### config.mk
export PLATFORM = sky130hd
export DESIGN_NAME = read_stream_stage
export DESIGN_NICKNAME = d
export VERILOG_FILES = /design/src/rtl/read_stream_stage.sv
export SDC_FILE = /design/constraint.sdc
export NUM_CORES = 1
export LEC_CHECK = 0
export CAP_MARGIN = 20
export CORE_AREA = 3 3 43 64
export CTS_BUF_LIST = sky130_fd_sc_hd__clkbuf_8 sky130_fd_sc_hd__clkbuf_16
export CTS_CLUSTER_DIAMETER = 200
export DETAILED_ROUTE_END_ITERATION = 16
export DIE_AREA = 0 0 46 67
export DONT_BUFFER_PORTS = 1
export GPL_ROUTABILITY_DRIVEN = 0
export MAX_ROUTING_LAYER = met4
export PLACE_DENSITY_LB_ADDON = 0.15
export SYNTH_ARGS = -nofsm -noshare
export SYNTH_HDL_FRONTEND = slang
export SYNTH_SLANG_ARGS = --single-unit
### constraint.sdc
create_clock -name rclk -period 1.8 [get_ports rclk]
set_input_delay 0.18 -clock rclk [delete_from_list [all_inputs] [get_ports rclk]]
set_output_delay 0.18 -clock rclk [all_outputs]
set_load 0.02 [all_outputs]
### src/rtl/read_stream_stage.sv
// rtl/read_stream_stage.sv - FIFO read-side pop engine with a 2-entry buffer presenting a valid/ready stream
// Tracks the one-cycle RAM read latency with an inflight flag so the buffer never overflows.
module read_stream_stage #(
  parameter int DATA_SIZE    = 8,
  parameter int ADDRESS_SIZE = 4
) (
  input  logic                   rclk,
  input  logic                   rreset,
  input  logic                   rempty,
  output logic                   rinc,
  input  logic [DATA_SIZE-1:0]   rdata,
  input  logic                   flush,
  output logic                   m_valid,
  output logic [DATA_SIZE-1:0]   m_data,
  input  logic                   m_ready,
  output logic [ADDRESS_SIZE:0]  pop_count
);

  logic [1:0]            r_count;
  logic                  r_inflight;
  logic                  r_valid;
  logic [DATA_SIZE-1:0]  r_head;
  logic [DATA_SIZE-1:0]  r_tail;
  logic [ADDRESS_SIZE:0] r_pop_count;

  logic                  w_pop;
  logic [1:0]            w_level;
  logic [1:0]            w_after_pop;
  logic [1:0]            w_count_next;
  logic                  w_inflight_next;
  logic [DATA_SIZE-1:0]  w_head_next;
  logic [DATA_SIZE-1:0]  w_tail_next;
  logic [ADDRESS_SIZE:0] w_pop_count_next;

  // count + inflight never exceeds 2, so the post-pop level fits in two bits.
  always_comb begin
    w_pop       = r_valid & m_ready;
    w_level     = r_count + {1'b0, r_inflight} - {1'b0, w_pop};
    w_after_pop = r_count - {1'b0, w_pop};
    rinc        = ~rempty & ~flush & ~rreset & (w_level < 2'd2);
  end

  always_comb begin
    w_head_next      = r_head;
    w_tail_next      = r_tail;
    w_count_next     = flush ? 2'd0 : w_level;
    w_inflight_next  = rinc;
    w_pop_count_next = r_pop_count + {{ADDRESS_SIZE{1'b0}}, w_pop};
    if (w_pop && (r_count == 2'd2)) begin
      w_head_next = r_tail;
    end
    // The arriving word lands behind whatever survives this cycle's pop.
    if (r_inflight && !flush) begin
      if (w_after_pop == 2'd0) begin
        w_head_next = rdata;
      end else begin
        w_tail_next = rdata;
      end
    end
  end

  always_ff @(posedge rclk) begin
    if (rreset) begin
      r_count     <= 2'd0;
      r_inflight  <= 1'b0;
      r_valid     <= 1'b0;
      r_head      <= '0;
      r_tail      <= '0;
      r_pop_count <= '0;
    end else begin
      r_count     <= w_count_next;
      r_inflight  <= w_inflight_next;
      r_valid     <= (w_count_next != 2'd0);
      r_head      <= w_head_next;
      r_tail      <= w_tail_next;
      r_pop_count <= w_pop_count_next;
    end
  end

  assign m_valid   = r_valid;
  assign m_data    = r_head;
  assign pop_count = r_pop_count;

endmodule

==> results of run 1 <==
[power groups by stage]
| stage | Sequential [mW] | Clock [mW] | Combinational, mW |
|---|---|---|---|
| 2_1_floorplan | 0.593 | 0 | 0.0439 |
| 3_3_place_gp | 0.594 | 0 | 0.0574 |
| 3_5_place_dp | 0.594 | 0 | 0.0586 |
| 4_1_cts | 0.581 | 0.357 | 0.0737 |
| 5_1_grt | 0.583 | 0.374 | 0.0823 |
| 6_report | 0.581 | 0.342 | 0.0747 |
[per-layer routing]
layer | routed length [µm] | vias up | part of all wire, % | GRT usage, %
met1 | 965 | 412 | 40 | 21.7
met5 | 0 | - | 0 | -
met2 | 1230 | 29 | 51 | 27.9
met4 | 51 | 0 | 2.1 | 8.54
met3 | 179 | 6 | 7.4 | 4.59
li1 | - | 410 | - | -
[per-stage QoR]
stage / setup WS [ps] / setup TNS, ps / cell area (µm²) / hold slack (ps)
6_report: -113 / -113 / 1270 / 42.8
5_1_grt: -231 / -324 / 1270 / 37.9
4_1_cts: -127 / -127 / 1270 / 33.1
3_5_place_dp: 68.8 / 0 / 1160 / 257
3_3_place_gp: 88.8 / 0 / 1160 / 254
2_1_floorplan: 39.5 / 0 / 1100 / 252
[worst min path at each step]
stage	from	to	slack, ps
floorplan	rreset	pop_count[0]$_SDFF_PP0_	250
detailed placement	rreset	pop_count[0]$_SDFF_PP0_	260
global placement	rreset	pop_count[1]$_SDFF_PP0_	250
global route	rdata[1]	r_tail[1]$_SDFFE_PP0P_	40
CTS	rdata[6]	r_tail[6]$_SDFFE_PP0P_	30
finish	rdata[6]	r_tail[6]$_SDFFE_PP0P_	40
[state kept, by name, indices dropped and copies added, names as in the netlist]
name / count
m_data: 8
pop_count: 5
r_tail: 8
m_valid: 1
r_inflight: 1
r_count: 2
[what timing repair did]
| item | in CTS | in global routing |
|---|---|---|
| buffers inserted | 2 | 0 |
| endpoints found under the setup margin | 1 | 5 |
| gates resized for setup | 5 | 0 |
| endpoints found under the hold margin | 14 | 0 |
| pin swaps | 2 | 2 |
| hold buffers | 3 | 0 |
[logic make-up after synthesis]
kind of cell	Yosys count	synth area share, %
simple gates	42	18.3
flops	25	46.0
mux	16	14.7
compound gates	11	8.98
buf+inv	8	3.68
xor+xnor	6	4.83
fa+ha+maj	3	3.45
[worst max-delay path, delay by kind of cell (launching register included)]
kind,cells,cell delay (ps)
simple gates,2,280
fa+ha+maj,1,220
flops,1,330
xor+xnor,3,460
buf+inv,1,180
[placed cells by master, fill, tap and decap left out]
master,count
buf_4,10
nand2_1,16
dfxtp_2,1
nor2b_1,2
mux2i_1,16
nor4_1,1
dfxtp_1,24
nor2_1,11
clkinvlp_4,1
nand2b_1,1
nand4b_1,1
and2_4,1
ha_1,2
or4_1,1
nand3_1,2
nor4_4,1
o211a_1,1
nor3_1,1
clkbuf_8,3
o311a_1,1
and3_1,2
a221oi_1,8
nand3b_1,1
xnor2_1,1
xor2_1,3
ha_2,1
xnor2_2,1
clkinv_1,1
xor2_2,1
a21boi_1,1
and3b_1,1
inv_1,1
dlygate4sd3_1,3
[layout make-up]
class | instances | area (µm²) | area share [%]
Clock inverter | 1 | 7.51 | 0.589
Clock buffer | 3 | 41.3 | 3.24
Multi-Input combinational cell | 78 | 582 | 45.7
Sequential cell | 25 | 502 | 39.4
Timing Repair Buffer | 13 | 105 | 8.25
Tap cell | 23 | 28.8 | 2.26
Inverter | 2 | 7.51 | 0.589
==> flow_summary.ini, run 1 <==
[routing]
vias = 857
drtPass1Iterations = 4
routed_wl_um = 2430
first_iter_violations = 21
routed_via_density = 5.91
wl_per_cell_um = 16.7
drc_errors = 0
antenna_left = 0

[yosys]
synth_warnings = 0
synth-seq-area-share_pct = 46.0
yosysMostFrequentCell = dfxtp_1
synth_top_area_cell = dfxtp_1
ys_types = 28
yosys-top-cells-count = 25 x dfxtp_1, 16 x mux2i_1, 16 x nand2_1
synth_edf_count = 0
synthCells = 111
ys_ff_latch = 25
synthesis.area_mm2 = 0.00109
synthArstFlopShare_pct = 0
avgSynthCellArea_um2 = 9.80
synth.top_cell.area_share_pct = 46.0
synth_ff_type = dfxtp_1
syn_nets = 127
synth.area.top_cells = dfxtp_1 46%, mux2i_1 15%, a221oi_1 6.4%

[critical_path]
r2r_end = m_data[5]$_SDFF_PP0_
reg2reg_depth = 4
timing.rr.start = m_valid$_SDFF_PP0_
reg2reg_slack_ps = 80
slowest_stage = dfxtp_2
start_kind = register
crit_path_max_incr_delay_ps = 330
crit_type = reg2out
crit_chain = and2_4 > xor2_1 > ha_2 > xor2_2 > xnor2_2 > nor4_4 > buf_4
cp.required_ps = 1620
crit_fanout = 2
crit_start = m_valid$_SDFF_PP0_
critPathCapture = rinc
end_kind = primary output
worst_ep_arrival_time_ps = 1730

[power]
peakVddDrop_uv = 511
p_int_uw = 756
pwr-share-comb_pct = 7.5
p_clk_share_pct = 34.3
power_frac_seq_pct = 58.2
power_uw = 998
p_sw_uw = 242
pwr_density_cell_mw_per_mm2 = 783
p_sw_share_pct = 24.2
p_leak_nw = 0.581

[timing]
fin_crit_sh_pct = 106
clock.fmax_ghz = 0.523
relSlewSlack_pct = 63.6
report.final.slew_viol_count = 0
fin_skew_ps = 5.51
timing.final.ws_setup_ps = -113
setup_viol_count_final = 1
tightestPinTransition_ps = 544
hold_viol_final = 0
period_needed_ps = 1910
rsz0062_at_grt = true

[global_route]
grt.overflow.total = 0
grt_max_degree = 20
grt_pass1_vias = 866
grt_pass1_wl_um = 4000
grt_util_all_layers_pct = 18.2
antenna_found_initial = 0

[cells_and_area]
fin_cells = 145
fillCellCount = 198
area_growth_pct = 17.1
n_antenna_cell = 0
fin_util_pct = 56.4
fin_nets = 139
drive_above_1_share_pct = 16.4

[die]
die_h_um = 67
dieArea_mm2 = 0.00308
floorplan.initialDensity_pct = 48.1
num_io_pins = 28
fp.dieW_um = 46
coreArea_mm2 = 0.00226
row_count = 21

[placement]
portBuffers = 0
dp.final_hpwl_um = 1590
dpl.cell_count = 136

[hold_path]
hp-class = in2reg
hold_path_depth = 2

[clock_network]
clk_path_buf_depth = 2
cts_sinks = 25
clk_pin_slew_ps = 90
cts_root_buffer = clkbuf_8
clk_latency_ps = 270
cts_made_buffers = 3
cts_tree = done
htree_levels = 1

[outcome]
outcome = finished, violations left
failed_checks = negative setup slack

[job]
cap_viol_max_count = 0
Power figures use the tool's default switching activity.
==> run 2, diff against run 1 <==
--- a/config.mk
+++ b/config.mk
@@ -6,15 +6,16 @@
 export NUM_CORES = 1
 export LEC_CHECK = 0
 export CAP_MARGIN = 20
-export CORE_AREA = 3 3 43 64
+export CORE_AREA = 3 3 55 83
 export CTS_BUF_LIST = sky130_fd_sc_hd__clkbuf_8 sky130_fd_sc_hd__clkbuf_16
 export CTS_CLUSTER_DIAMETER = 200
 export DETAILED_ROUTE_END_ITERATION = 16
-export DIE_AREA = 0 0 46 67
+export DIE_AREA = 0 0 58 86
 export DONT_BUFFER_PORTS = 1
 export GPL_ROUTABILITY_DRIVEN = 0
 export MAX_ROUTING_LAYER = met4
 export PLACE_DENSITY_LB_ADDON = 0.15
+export SKIP_LAST_GASP = 1
 export SYNTH_ARGS = -nofsm -noshare
 export SYNTH_HDL_FRONTEND = slang
 export SYNTH_SLANG_ARGS = --single-unit
==> constraint.sdc (replaced) <==
create_clock -name rclk -period 2.14 [get_ports rclk]
set_input_delay 0.214 -clock rclk [delete_from_list [all_inputs] [get_ports rclk]]
set_output_delay 0.214 -clock rclk [all_outputs]
set_load 0.02 [all_outputs]
==> run 2 against run 1 <==
Effect of this change: the flow now finishes without violations; combinational power fell by 31%; worst hold slack lost 30 ps; critical path depth unchanged.
==> flow_summary.ini, run 2 (synthesis gave the netlist of run 1 again) <==
[outcome]
outcome = finished clean

[cells_and_area]
layout_common_cells = 24 x dfxtp_1, 16 x mux2i_1, 16 x nand2_1
fillCellCount = 430
fin_nets = 134
area_growth_pct = 15.3
final_common_cell = dfxtp_1
drive_above_1_share_pct = 14.5
n_antenna_cell = 0

[job]
cap_viol_max_count = 0

[power]
p_sw_uw = 184
p_sw_share_pct = 22.7
p_clk_share_pct = 33.2
pwr_density_cell_mw_per_mm2 = 646
peakVddDrop_uv = 259
power_frac_seq_pct = 60.4
p_leak_nw = 0.563
p_int_uw = 626
pwr-share-comb_pct = 6.4

[timing]
fin_tns_setup_ps = 0
period_needed_ps = 2010
setup_viol_count_final = 0
hold_slack_ps = 12.3
hold_viol_final = 0
clock.fmax_ghz = 0.498
fin_crit_sh_pct = 93.8
tightestPinTransition_ps = 559
relSlewSlack_pct = 62.8
report.final.slew_viol_count = 0
fin_skew_ps = 1.91
rsz0062_at_grt = true

[routing]
vias = 805
antenna_left = 0
drtPass1Iterations = 5
routed_via_density = 4.97
routed_wl_um = 2510
drc_errors = 0
wl_per_cell_um = 15.5
first_iter_violations = 36

[critical_path]
cp.required_ps = 1930
timing.rr.start = m_valid$_SDFF_PP0_
crit_fanout = 4
end_kind = primary output
r2r_end = m_data[2]$_SDFF_PP0_
start_kind = register
reg2reg_depth = 4
crit_type = reg2out
worst_ep_arrival_time_ps = 1790
crit_start = m_valid$_SDFF_PP0_
critPathCapture = rinc
reg2reg_slack_ps = 410

[clock_network]
cts_sinks = 25
cts_tree = done
htree_levels = 1
clk_pin_slew_ps = 80
clk_path_buf_depth = 2
cts_made_buffers = 3
clk_latency_ps = 260
cts_root_buffer = clkbuf_8

[die]
num_io_pins = 28
coreArea_mm2 = 0.00392
floorplan.initialDensity_pct = 27.7
dieArea_mm2 = 0.00499
die_h_um = 86
fp.dieW_um = 58
row_count = 28

[global_route]
grt_pass1_wl_um = 4130
antenna_found_initial = 0
grt_pass1_vias = 875
grt.overflow.total = 0
grt_max_degree = 20
grt_util_all_layers_pct = 11.0

[placement]
portBuffers = 0
dp.final_hpwl_um = 1750

[hold_path]
hp-class = in2reg
[run 2: power groups by stage]
| stage | clock, mW | combinational, mW | sequential (mW) |
|---|---|---|---|
| 3_5_place_dp | 0 | 0.0463 | 0.500 |
| 2_1_floorplan | 0 | 0.0354 | 0.499 |
| 5_1_grt | 0.299 | 0.0589 | 0.490 |
| 6_report | 0.269 | 0.0518 | 0.489 |
| 3_3_place_gp | 0 | 0.0451 | 0.499 |
| 4_1_cts | 0.281 | 0.0465 | 0.489 |
[run 2: layer usage]
layer	vias up	part of all wire (%)	GRT usage, %
li1	400	-	-
met4	0	0.96	3.80
met1	385	42	12.1
met5	-	0	-
met2	18	51	18.8
met3	2	5.9	2.86
[run 2: what timing repair did]
item,4_1_cts,5_1_grt
resized for setup,0,7
hold buffers,0,1
endpoints found under the hold margin,0,2
setup endpoints to repair,0,1
buffers inserted,0,2
[run 2: cell type report]
cell class	count	area [µm²]	area share (%)
Clock buffer	3	41.3	3.29
Clock inverter	1	3.75	0.299
Inverter	2	7.51	0.599
Multi-Input combinational cell	78	581	46.3
Sequential cell	25	502	40.0
Tap cell	45	56.3	4.49
Timing Repair Buffer	8	62.6	4.99
[run 2: per-stage QoR]
stage / instance area, µm² / util [%] / instances / worst slack, ps / power (mW)
final: 1250 / 32.0 / 162 / 132 / 0.810
after global routing: 1250 / 32.0 / 162 / 6.16 / 0.848
after CTS: 1190 / 30.4 / 159 / 81.6 / 0.816
after detailed placement: 1150 / 29.3 / 155 / 394 / 0.546
after global placement: 1150 / 29.3 / 155 / 414 / 0.544
after floorplan: 1090 / - / 111 / 21.5 / 0.534
[run 2: how the worst min path moves through the flow]
| stage | from | to | slack, ps | cells after the start |
|---|---|---|---|---|
| after floorplan | rreset | pop_count[0]$_SDFF_PP0_ | 290 | 1 |
| after global placement | rreset | pop_count[1]$_SDFF_PP0_ | 290 | 1 |
| after detailed placement | rreset | pop_count[0]$_SDFF_PP0_ | 290 | 1 |
| after CTS | rreset | pop_count[0]$_SDFF_PP0_ | 5 | 1 |
| after global routing | rreset | pop_count[2]$_SDFF_PP0_ | 1 | 1 |
| final | rreset | pop_count[0]$_SDFF_PP0_ | 10 | 1 |
[run 2: worst max-delay path, stage by stage, from the launching register on]
cell	delay, ps
dfxtp_2	330
and2_4	140
xor2_2	140
ha_2	200
xor2_2	160
xnor2_2	180
nor4_2	220
buf_4	180
==> run 3, diff against run 2 <==
--- a/config.mk
+++ b/config.mk
@@ -6,15 +6,16 @@
 export NUM_CORES = 1
 export LEC_CHECK = 0
 export CAP_MARGIN = 20
-export CORE_AREA = 3 3 55 83
+export CORE_AREA = 3 3 76 60
 export CTS_BUF_LIST = sky130_fd_sc_hd__clkbuf_8 sky130_fd_sc_hd__clkbuf_16
 export CTS_CLUSTER_DIAMETER = 200
 export DETAILED_ROUTE_END_ITERATION = 16
-export DIE_AREA = 0 0 58 86
+export DIE_AREA = 0 0 79 63
 export DONT_BUFFER_PORTS = 1
 export GPL_ROUTABILITY_DRIVEN = 0
 export MAX_ROUTING_LAYER = met4
 export PLACE_DENSITY_LB_ADDON = 0.15
+export SETUP_SLACK_MARGIN = 0.2
 export SKIP_LAST_GASP = 1
 export SYNTH_ARGS = -nofsm -noshare
 export SYNTH_HDL_FRONTEND = slang
==> run 3 against run 2 <==
Effect of this change: sequential cell count unchanged; count of clock-buffer cells in the layout stayed put; register-to-register slack lost 30 ps; non-clock buffer count grew 3; clock power grew 1%; global-route usage up 0.30 points; final area up 2.8%; worst hold slack gained 4.5 ps; die area is 0.22% lower; critical endpoint unchanged; highest routed layer unchanged.
==> flow_summary.ini, run 3 (synthesis gave the netlist of run 1 again) <==
[clock_network]
clk_pin_slew_ps = 80
cts_tree = done
clk_path_buf_depth = 2
clk_latency_ps = 260
cts_made_buffers = 3
cts_sinks = 25
cts_root_buffer = clkbuf_8
htree_levels = 1

[cells_and_area]
fillCellCount = 447
fin_nets = 137
final_common_cell = dfxtp_1
area_growth_pct = 18.5
regArea_um2 = 502
drive_above_1_share_pct = 13.3
multiInputGateArea_um2 = 573
design_area_mm2 = 0.00129
layout_common_cells = 24 x dfxtp_1, 16 x mux2i_1, 16 x nand2_1
fin_util_pct = 32.6
n_antenna_cell = 0

[routing]
wl_met1_um = 1100
drtPass1Iterations = 4
antenna_left = 0
wl_met3_um = 248
routed_via_density = 4.87
wl_per_cell_um = 14.8
first_iter_violations = 33
dr_wl_met2_um = 1220
top_layer = met4
drc_errors = 0
routed_wl_um = 2580
vias = 853

[die]
row_count = 20
floorplan.initialDensity_pct = 27.5
dieArea_mm2 = 0.00498
fp.dieW_um = 79
coreArea_mm2 = 0.00395
num_io_pins = 28
die_h_um = 63

[placement]
portBuffers = 0
placed_cell_area_mm2 = 0.00117
dp.final_hpwl_um = 1770

[power]
peakVddDrop_uv = 415
pwr_density_cell_mw_per_mm2 = 636
p_leak_nw = 0.575

[timing]
fin_tns_setup_ps = 0
rsz0062_at_grt = true
hold_slack_ps = 16.8
relSlewSlack_pct = 62.2
clock.fmax_ghz = 0.511
fin_crit_sh_pct = 91.5
tightestPinTransition_ps = 567
report.final.slew_viol_count = 0
setup_viol_count_final = 0
period_needed_ps = 1960
hold_viol_final = 0
fin_skew_ps = 1.09

[critical_path]
crit_chain = and2_4 > xor2_1 > ha_2 > xor2_2 > xnor2_2 > nor4_2 > buf_4
worst_ep_arrival_time_ps = 1740
path_buf_inv = 1
cp.required_ps = 1930
crit_path_max_incr_delay_ps = 330
crit_type = reg2out
end_kind = primary output
slowest_stage = dfxtp_2
critPathTopFamily = XOR/XNOR gates
start_kind = register
crit_fanout = 2

[global_route]
antenna_found_initial = 0
grt_max_degree = 20
grt_pass1_vias = 895
grt_pass1_wl_um = 4300
grt_util_all_layers_pct = 11.3
grt.overflow.total = 0

[hold_path]
hp-class = in2reg

[job]
cap_viol_max_count = 0

[outcome]
outcome = finished clean
==> run 3: changes by cell type in the layout (fill, tap and decap cells not counted) <==
cell           before  now
dlygate4sd3_1       1    4
xor2_1              2    3
xor2_2              2    1
==> run 3: worst paths after layout <==
kind                          start                      to  slack [ps]  cells past startpoint
max              m_valid$_SDFF_PP0_                    rinc         180                      7
min                          rreset    m_data[0]$_SDFF_PP0_          20                      1
max reg2reg      m_valid$_SDFF_PP0_    m_data[7]$_SDFF_PP0_         380                      4
min reg2reg  r_tail[6]$_SDFFE_PP0P_  r_tail[6]$_SDFFE_PP0P_         460                      2
==> run 3: final cells by class <==
cell class | instances | area share (%)
clock buffer | 3 | 3.20
clock inverter | 1 | 0.291
timing repair buffer | 11 | 7.18
tap | 55 | 5.34
inverter | 2 | 0.583
multi-input combinational | 78 | 44.5
sequential | 25 | 38.9
==> run 3: timing repair <==
item                                    CTS  global route
pin swaps                                 2             0
hold buffers                              3             1
endpoints found under the setup margin    1             1
resized for setup                         5             0
hold endpoints to repair                  6             2
setup buffers                             2             0
==> run 3: layer usage <==
layer  GRT usage, %  up-vias
met5              -        -
met4           1.29        0
met3           5.19        4
met2           18.1       29
met1           13.4      411
li1               -      409
==> run 3: worst register-to-register path, stage by stage, from the launching register on <==
cell and delay (ps):
dfxtp_2 330, buf_4 160, and3b_1 190, or4_1 660, a221oi_1 330
==> run 3: per-stage QoR <==
stage | power [mW] | worst slack, ps | instances
after detailed placement | 0.547 | 334 | 165
after global routing | 0.867 | 33.8 | 175
after CTS | 0.834 | 128 | 174
final | 0.819 | 182 | 175
after global placement | 0.545 | 388 | 165
after floorplan | 0.535 | 249 | 111
==> run 3: report_power, final <==
group / switching (mW) / total [mW] / internal, mW / leakage, nW
Combinational: 0.0304 / 0.0579 / 0.0276 / 0.346
Sequential: 0.0143 / 0.489 / 0.474 / 0.203
Clock: 0.144 / 0.273 / 0.128 / 0.0269
